File: src/rtl/mips_fetch_pkg.sv
`default_nettype none
// +--------------------------------------------------------------------+
// | mips_fetch_pkg : shared types and constants for the fetch front end |
// | Rev 1.0                                                            |
// +--------------------------------------------------------------------+
package mips_fetch_pkg;

  localparam int unsigned DEF_ADDR_W = 32;
  localparam int unsigned DEF_DATA_W = 32;
  localparam int unsigned TMO_CNT_W  = 8;
  localparam logic [31:0] NOP_INSTR  = 32'h0000_0000;

  typedef enum logic [2:0] {
    ST_IDLE  = 3'd0,
    ST_ISSUE = 3'd1,
    ST_FETCH = 3'd2,
    ST_DRAIN = 3'd3,
    ST_HOLD  = 3'd4,
    ST_ERR   = 3'd5
  } fetch_state_t;

endpackage
`default_nettype wire

File: src/rtl/fetch_timeout_ctr.sv
`default_nettype none
// +--------------------------------------------------------------------+
// | fetch_timeout_ctr : request-cycle counter with terminal-count flag |
// | Rev 1.0                                                            |
// +--------------------------------------------------------------------+
module fetch_timeout_ctr
  import mips_fetch_pkg::*;
#(
  parameter int unsigned LIMIT = 255
) (
  input  logic i_clk,
  input  logic i_rst_n,
  input  logic i_clr,
  input  logic i_en,
  output logic o_tc
);

  // Flag fires in the LIMIT-th counted cycle so the owner leaves on that edge.
  localparam logic [TMO_CNT_W-1:0] c_tc_val = TMO_CNT_W'(LIMIT - 1);

  logic [TMO_CNT_W-1:0] r_cnt;

  always_ff @(posedge i_clk or negedge i_rst_n) begin
    if (!i_rst_n) begin
      r_cnt <= '0;
    end else if (i_clr) begin
      r_cnt <= '0;
    end else if (i_en) begin
      r_cnt <= r_cnt + 1'b1;
    end
  end

  assign o_tc = (r_cnt == c_tc_val);

endmodule
`default_nettype wire

File: src/rtl/instr_fetch_unit.sv
`default_nettype none
// +--------------------------------------------------------------------+
// | instr_fetch_unit : PC capture, imem req/ack, decode hand-off       |
// | Rev 1.0                                                            |
// +--------------------------------------------------------------------+
module instr_fetch_unit
  import mips_fetch_pkg::*;
#(
  parameter int unsigned ADDR_W      = DEF_ADDR_W,
  parameter int unsigned DATA_W      = DEF_DATA_W,
  parameter int unsigned TIMEOUT_CYC = 255
) (
  input  logic              i_clk,
  input  logic              i_rst_n,
  input  logic [ADDR_W-1:0] i_pc,
  input  logic              i_redirect,
  output logic              o_pc_adv,
  output logic              o_imem_req,
  output logic [ADDR_W-1:0] o_imem_addr,
  input  logic              i_imem_ack,
  input  logic [DATA_W-1:0] i_imem_rdata,
  output logic [DATA_W-1:0] o_instr,
  output logic [ADDR_W-1:0] o_instr_pc,
  output logic              o_instr_valid,
  input  logic              i_instr_ready,
  output logic              o_fetch_err
);

  fetch_state_t r_state;
  fetch_state_t w_state_nxt;

  logic              w_tmo_tc;
  logic              w_cnt_clr;
  logic              w_cnt_en;
  logic              w_addr_ld;
  logic              w_capture;
  logic              r_imem_req;
  logic              r_instr_valid;
  logic              r_fetch_err;
  logic [ADDR_W-1:0] r_imem_addr;
  logic [ADDR_W-1:0] r_instr_pc;
  logic [DATA_W-1:0] r_instr;

  fetch_timeout_ctr #(
    .LIMIT (TIMEOUT_CYC)
  ) u_tmo (
    .i_clk   (i_clk),
    .i_rst_n (i_rst_n),
    .i_clr   (w_cnt_clr),
    .i_en    (w_cnt_en),
    .o_tc    (w_tmo_tc)
  );

  always_ff @(posedge i_clk or negedge i_rst_n) begin
    if (!i_rst_n) begin
      r_state <= ST_IDLE;
    end else begin
      r_state <= w_state_nxt;
    end
  end

  // A spent timeout budget beats a redirect so DRAIN never outlives the counter.
  always_comb begin
    w_state_nxt = r_state;
    case (r_state)
      ST_IDLE:  w_state_nxt = ST_ISSUE;
      ST_ISSUE: begin
        if (i_redirect)              w_state_nxt = ST_ISSUE;
        else if (i_pc[1:0] != 2'b00) w_state_nxt = ST_ERR;
        else                         w_state_nxt = ST_FETCH;
      end
      ST_FETCH: begin
        if (i_imem_ack)      w_state_nxt = i_redirect ? ST_ISSUE : ST_HOLD;
        else if (w_tmo_tc)   w_state_nxt = ST_ERR;
        else if (i_redirect) w_state_nxt = ST_DRAIN;
      end
      ST_DRAIN: begin
        if (i_imem_ack)    w_state_nxt = ST_ISSUE;
        else if (w_tmo_tc) w_state_nxt = ST_ERR;
      end
      ST_HOLD: begin
        if (i_redirect || i_instr_ready) w_state_nxt = ST_ISSUE;
      end
      ST_ERR:   w_state_nxt = ST_ERR;
      default:  w_state_nxt = ST_IDLE;
    endcase
  end

  always_comb begin
    o_pc_adv  = 1'b0;
    w_cnt_clr = 1'b0;
    w_cnt_en  = 1'b0;
    w_addr_ld = 1'b0;
    w_capture = 1'b0;
    case (r_state)
      ST_ISSUE: begin
        w_cnt_clr = 1'b1;
        w_addr_ld = 1'b1;
      end
      ST_FETCH: begin
        w_cnt_en  = ~i_imem_ack;
        w_capture = i_imem_ack & ~i_redirect;
      end
      ST_DRAIN: w_cnt_en = ~i_imem_ack;
      ST_HOLD:  o_pc_adv = i_instr_ready & ~i_redirect;
      default:  ;
    endcase
  end

  // Status outputs are decoded from the next state so they align with it.
  always_ff @(posedge i_clk or negedge i_rst_n) begin
    if (!i_rst_n) begin
      r_imem_req    <= 1'b0;
      r_instr_valid <= 1'b0;
      r_fetch_err   <= 1'b0;
      r_imem_addr   <= '0;
      r_instr_pc    <= '0;
      r_instr       <= DATA_W'(NOP_INSTR);
    end else begin
      r_imem_req    <= (w_state_nxt == ST_FETCH) || (w_state_nxt == ST_DRAIN);
      r_instr_valid <= (w_state_nxt == ST_HOLD);
      r_fetch_err   <= (w_state_nxt == ST_ERR);
      if (w_addr_ld) begin
        r_imem_addr <= i_pc;
      end
      if (w_capture) begin
        r_instr    <= i_imem_rdata;
        r_instr_pc <= r_imem_addr;
      end
    end
  end

  assign o_imem_req    = r_imem_req;
  assign o_imem_addr   = r_imem_addr;
  assign o_instr       = r_instr;
  assign o_instr_pc    = r_instr_pc;
  assign o_instr_valid = r_instr_valid;
  assign o_fetch_err   = r_fetch_err;

endmodule
`default_nettype wire

File: config.mk
export PLATFORM = sky130hd
export DESIGN_NAME = instr_fetch_unit
export DESIGN_NICKNAME = d
export VERILOG_FILES = /design/src/rtl/mips_fetch_pkg.sv /design/src/rtl/fetch_timeout_ctr.sv /design/src/rtl/instr_fetch_unit.sv
export SDC_FILE = /design/constraint.sdc
export NUM_CORES = 1
export LEC_CHECK = 0
export CORE_MARGIN = 5
export CORE_UTILIZATION = 50
export CTS_CLUSTER_SIZE = 16
export DETAILED_ROUTE_END_ITERATION = 8
export DONT_BUFFER_PORTS = 1
export HOLD_SLACK_MARGIN = 0.12
export PLACE_DENSITY = 0.64
export SLEW_MARGIN = 20
export SYNTH_ARGS = -nofsm -noshare
export SYNTH_HDL_FRONTEND = slang
export SYNTH_SLANG_ARGS = --single-unit
File: constraint.sdc
create_clock -name i_clk -period 3 [get_ports i_clk]
set_input_delay 0.9 -clock i_clk [delete_from_list [all_inputs] [get_ports i_clk]]
set_output_delay 0.9 -clock i_clk [all_outputs]
set_load 0.01 [all_outputs]
==> results.yml <==
outcome:
  status: "finished clean"
placement:
  gp_congestion: 0.8146
  place_hpwl_um: 5922
  dpl_cell_area_um2: 4432
  port_buffers: 0
floorplan:
  die_w_um: 103.1
  io-pin-count: 169
  die_h_um: 103.1
  die_area_um2: 10640
  num_rows: 34
  start_util: 0.5048
  core_area_um2: 8593
global_routing:
  grt_max_degree: 111
  grt_pass1_wl_um: 12750
  grt_usage: 0.1546
  grt_overflow_total: 0
  antenna_found_initial: 0
  grt_pass1_vias: 2470
setup_path:
  worstSetupStartpointType: "register"
  crit_type: "register to primary output"
  crit_fanout: 9
  required_ns: 2.10
  endpoint_kind: "primary output"
  rr_worst_depth: 5
  arrival_ns: 1.74
detailed_routing:
  vias_per_cell: 5.523
  drc: 0
  ant_nets: 0
  wire_per_inst_um: 18.43
  drt_iter0_drc: 42
  wl_um: 8385
  vias: 2513
  dr.pass1.iters: 4
pwr:
  p_total_w: 0.003682
  power.net_switching_w: 0.001315
  p_leak_nw: 2.345
  power_frac_clock: 0.217
  combPwrFrac: 0.174
  power_frac_seq: 0.609
  irDropWorstVdd_uv: 385.5
  powerDensity_nw_per_um2: 798.9
  switching_share: 0.3572
  internal-power_w: 0.002366
sta:
  timing.final.crit_share: 0.8787
  fin_tns_setup_ns: 0
  grt_setup_unrepaired: "no"
  max_freq_mhz: 379.4
  finClkSkew_ns: 0.01063
  worst_pin_slew_ns: 0.7484
  final_max_slew_viol_count: 0
  setup_viol: 0
  slew_headroom: 0.5011
  holdWs_ns: 0.2244
  final_hold_viol_count: 0
  fin_crit_ns: 2.636
clocking:
  clk_latency_ns: 0.35
  clkSlewWorstSetupHoldPaths_ns: 0.10
  cts_num_sinks: 110
  cts_made_buffers: 9
  clock_path_buffers: 2
  cts_tree: "done"
  htree_levels: 3
  cts_setup_buffers: 0
  cts_root_buf: "clkbuf_8"
  postCtsHoldBufs: 0
  cts_resized: 0
synthesis:
  synth_cell_types: 35
  synthSimpleGateAreaFrac: 0.1312
  ys_seq_elements: 110
  ys_warn_count: 0
  synth_top_family_by_area: "multiplexers"
  synth_compound_area_frac: 0.02971
  postSynthNetCount: 416
  synth_edf_count: 0
  synth_area_um2: 4338
  netlist_instances: 345
  synth_flop_cell: "dfrtp_1"
  synth.most_common_cell: "dfrtp_1"
  synth.area.top_cells: "dfrtp_1 63%, mux2_2 17%, nand2_1 8.5%"
  post_synth.cell_area_avg_um2: 12.57
  synth_mux_area_frac: 0.1661
  synth_top_cell_by_area: "dfrtp_1"
  synth_top_cell_area_share: 0.6346
  synth_xor_area_frac: 0.008076
  synth_common_cells: "110 x dfrtp_1, 98 x nand2_1, 64 x mux2_2"
  seq_area_frac_synth: 0.6346
  ys_async_sr_fraction: 1.000
  synth_fa_ha_area_frac: 0.005769
final_layout:
  ff_latch_area_um2: 2753
  multi_input_area_um2: 1498
  syn_to_final_growth_pct: 6.230
  nFillCells: 743
  fin_area_um2: 4608
  diodes: 0
  nets: 413
  drive_gt1_frac: 0.2594
worst_hold_path:
  hp-class: "input port to asynchronous set/reset pin"
flow_run:
  drv_cap: 0
[per-stage QoR]
stage | cells | setup WS (ns) | utilization
final | 455 | 0.3639 | 0.5363
after global routing | 455 | 0.2727 | 0.5363
after detailed placement | 439 | 0.6958 | 0.5157
after CTS | 455 | 0.3328 | 0.5363
after floorplan | 345 | 0.8359 | -
after global placement | 439 | 0.7426 | 0.5157
[power by group through the flow]
stage / sequential, W / clock, W / combinational (W)
floorplan: 0.00216 / 0 / 0.000558
global placement: 0.00228 / 0 / 0.000636
detailed placement: 0.00229 / 0 / 0.000657
CTS: 0.00226 / 0.000831 / 0.000659
global route: 0.00230 / 0.000898 / 0.000761
finish: 0.00224 / 0.000799 / 0.000640
[worst max-delay path: stages (launching register included)]
cell and delay (ns):
dfrtp_1 0.52, or3b_2 0.49, nor3b_1 0.37
[layout by cell type (no fill, tap or decap), drive strengths merged, types with 3 or more instances in the layout]
cell type,count
buf,3
o21ai,4
nor3b,3
clkinv,3
mux2,64
inv,4
nand2,98
or3b,4
clkbuf,11
a211oi,3
nand3,7
dfrtp,110
xnor2,3
nor2,7
[kinds of logic (layout without fill, tap and decap cells)]
group	Yosys count	after routing
flops	110	110
xor+xnor	4	4
compound gates	16	16
buf+inv	20	22
mux	64	64
fa+ha+maj	2	2
simple gates	129	129
[layer usage]
layer	up-vias	track usage	share of wire	wire length [um]
met5	-	0	0	0
met4	0	0.04980	0.015	123
met3	14	0.05548	0.098	822
met2	98	0.2427	0.50	4215
met1	1255	0.2009	0.38	3224
li1	1146	-	-	-
[worst paths after layout]
kind | start | slack [ns] | endpoint
setup / recovery | r_state[2] | 0.36 | o_pc_adv
hold / removal | i_rst_n | 0.22 | o_instr[23]
setup reg to reg | r_state[1] | 0.89 | u_tmo.r_cnt[3]
hold reg to reg | u_tmo.r_cnt[6] | 0.53 | u_tmo.r_cnt[6]
max in group asynchronous | i_rst_n | 2.64 | u_tmo.r_cnt[7]
min in group i_clk | u_tmo.r_cnt[6] | 0.53 | u_tmo.r_cnt[6]
[layout make-up]
type / count / share of cell area
clock buffers: 11 / 0.02851
inverters: 3 / 0.002444
clock inverters: 5 / 0.009775
well taps: 108 / 0.02932
multi-input cells: 215 / 0.3250
flip-flops and latches: 110 / 0.5973
repair buffers: 3 / 0.007602
[registers in the layout, summed over array words and instances, names as in the netlist]
signal and cells:
o_imem_addr 32, o_instr 32, o_instr_pc 32, u_tmo.r_cnt 8, r_state 3, o_fetch_err 1
o_imem_req 1, o_instr_valid 1
Power figures use the tool's default switching activity.
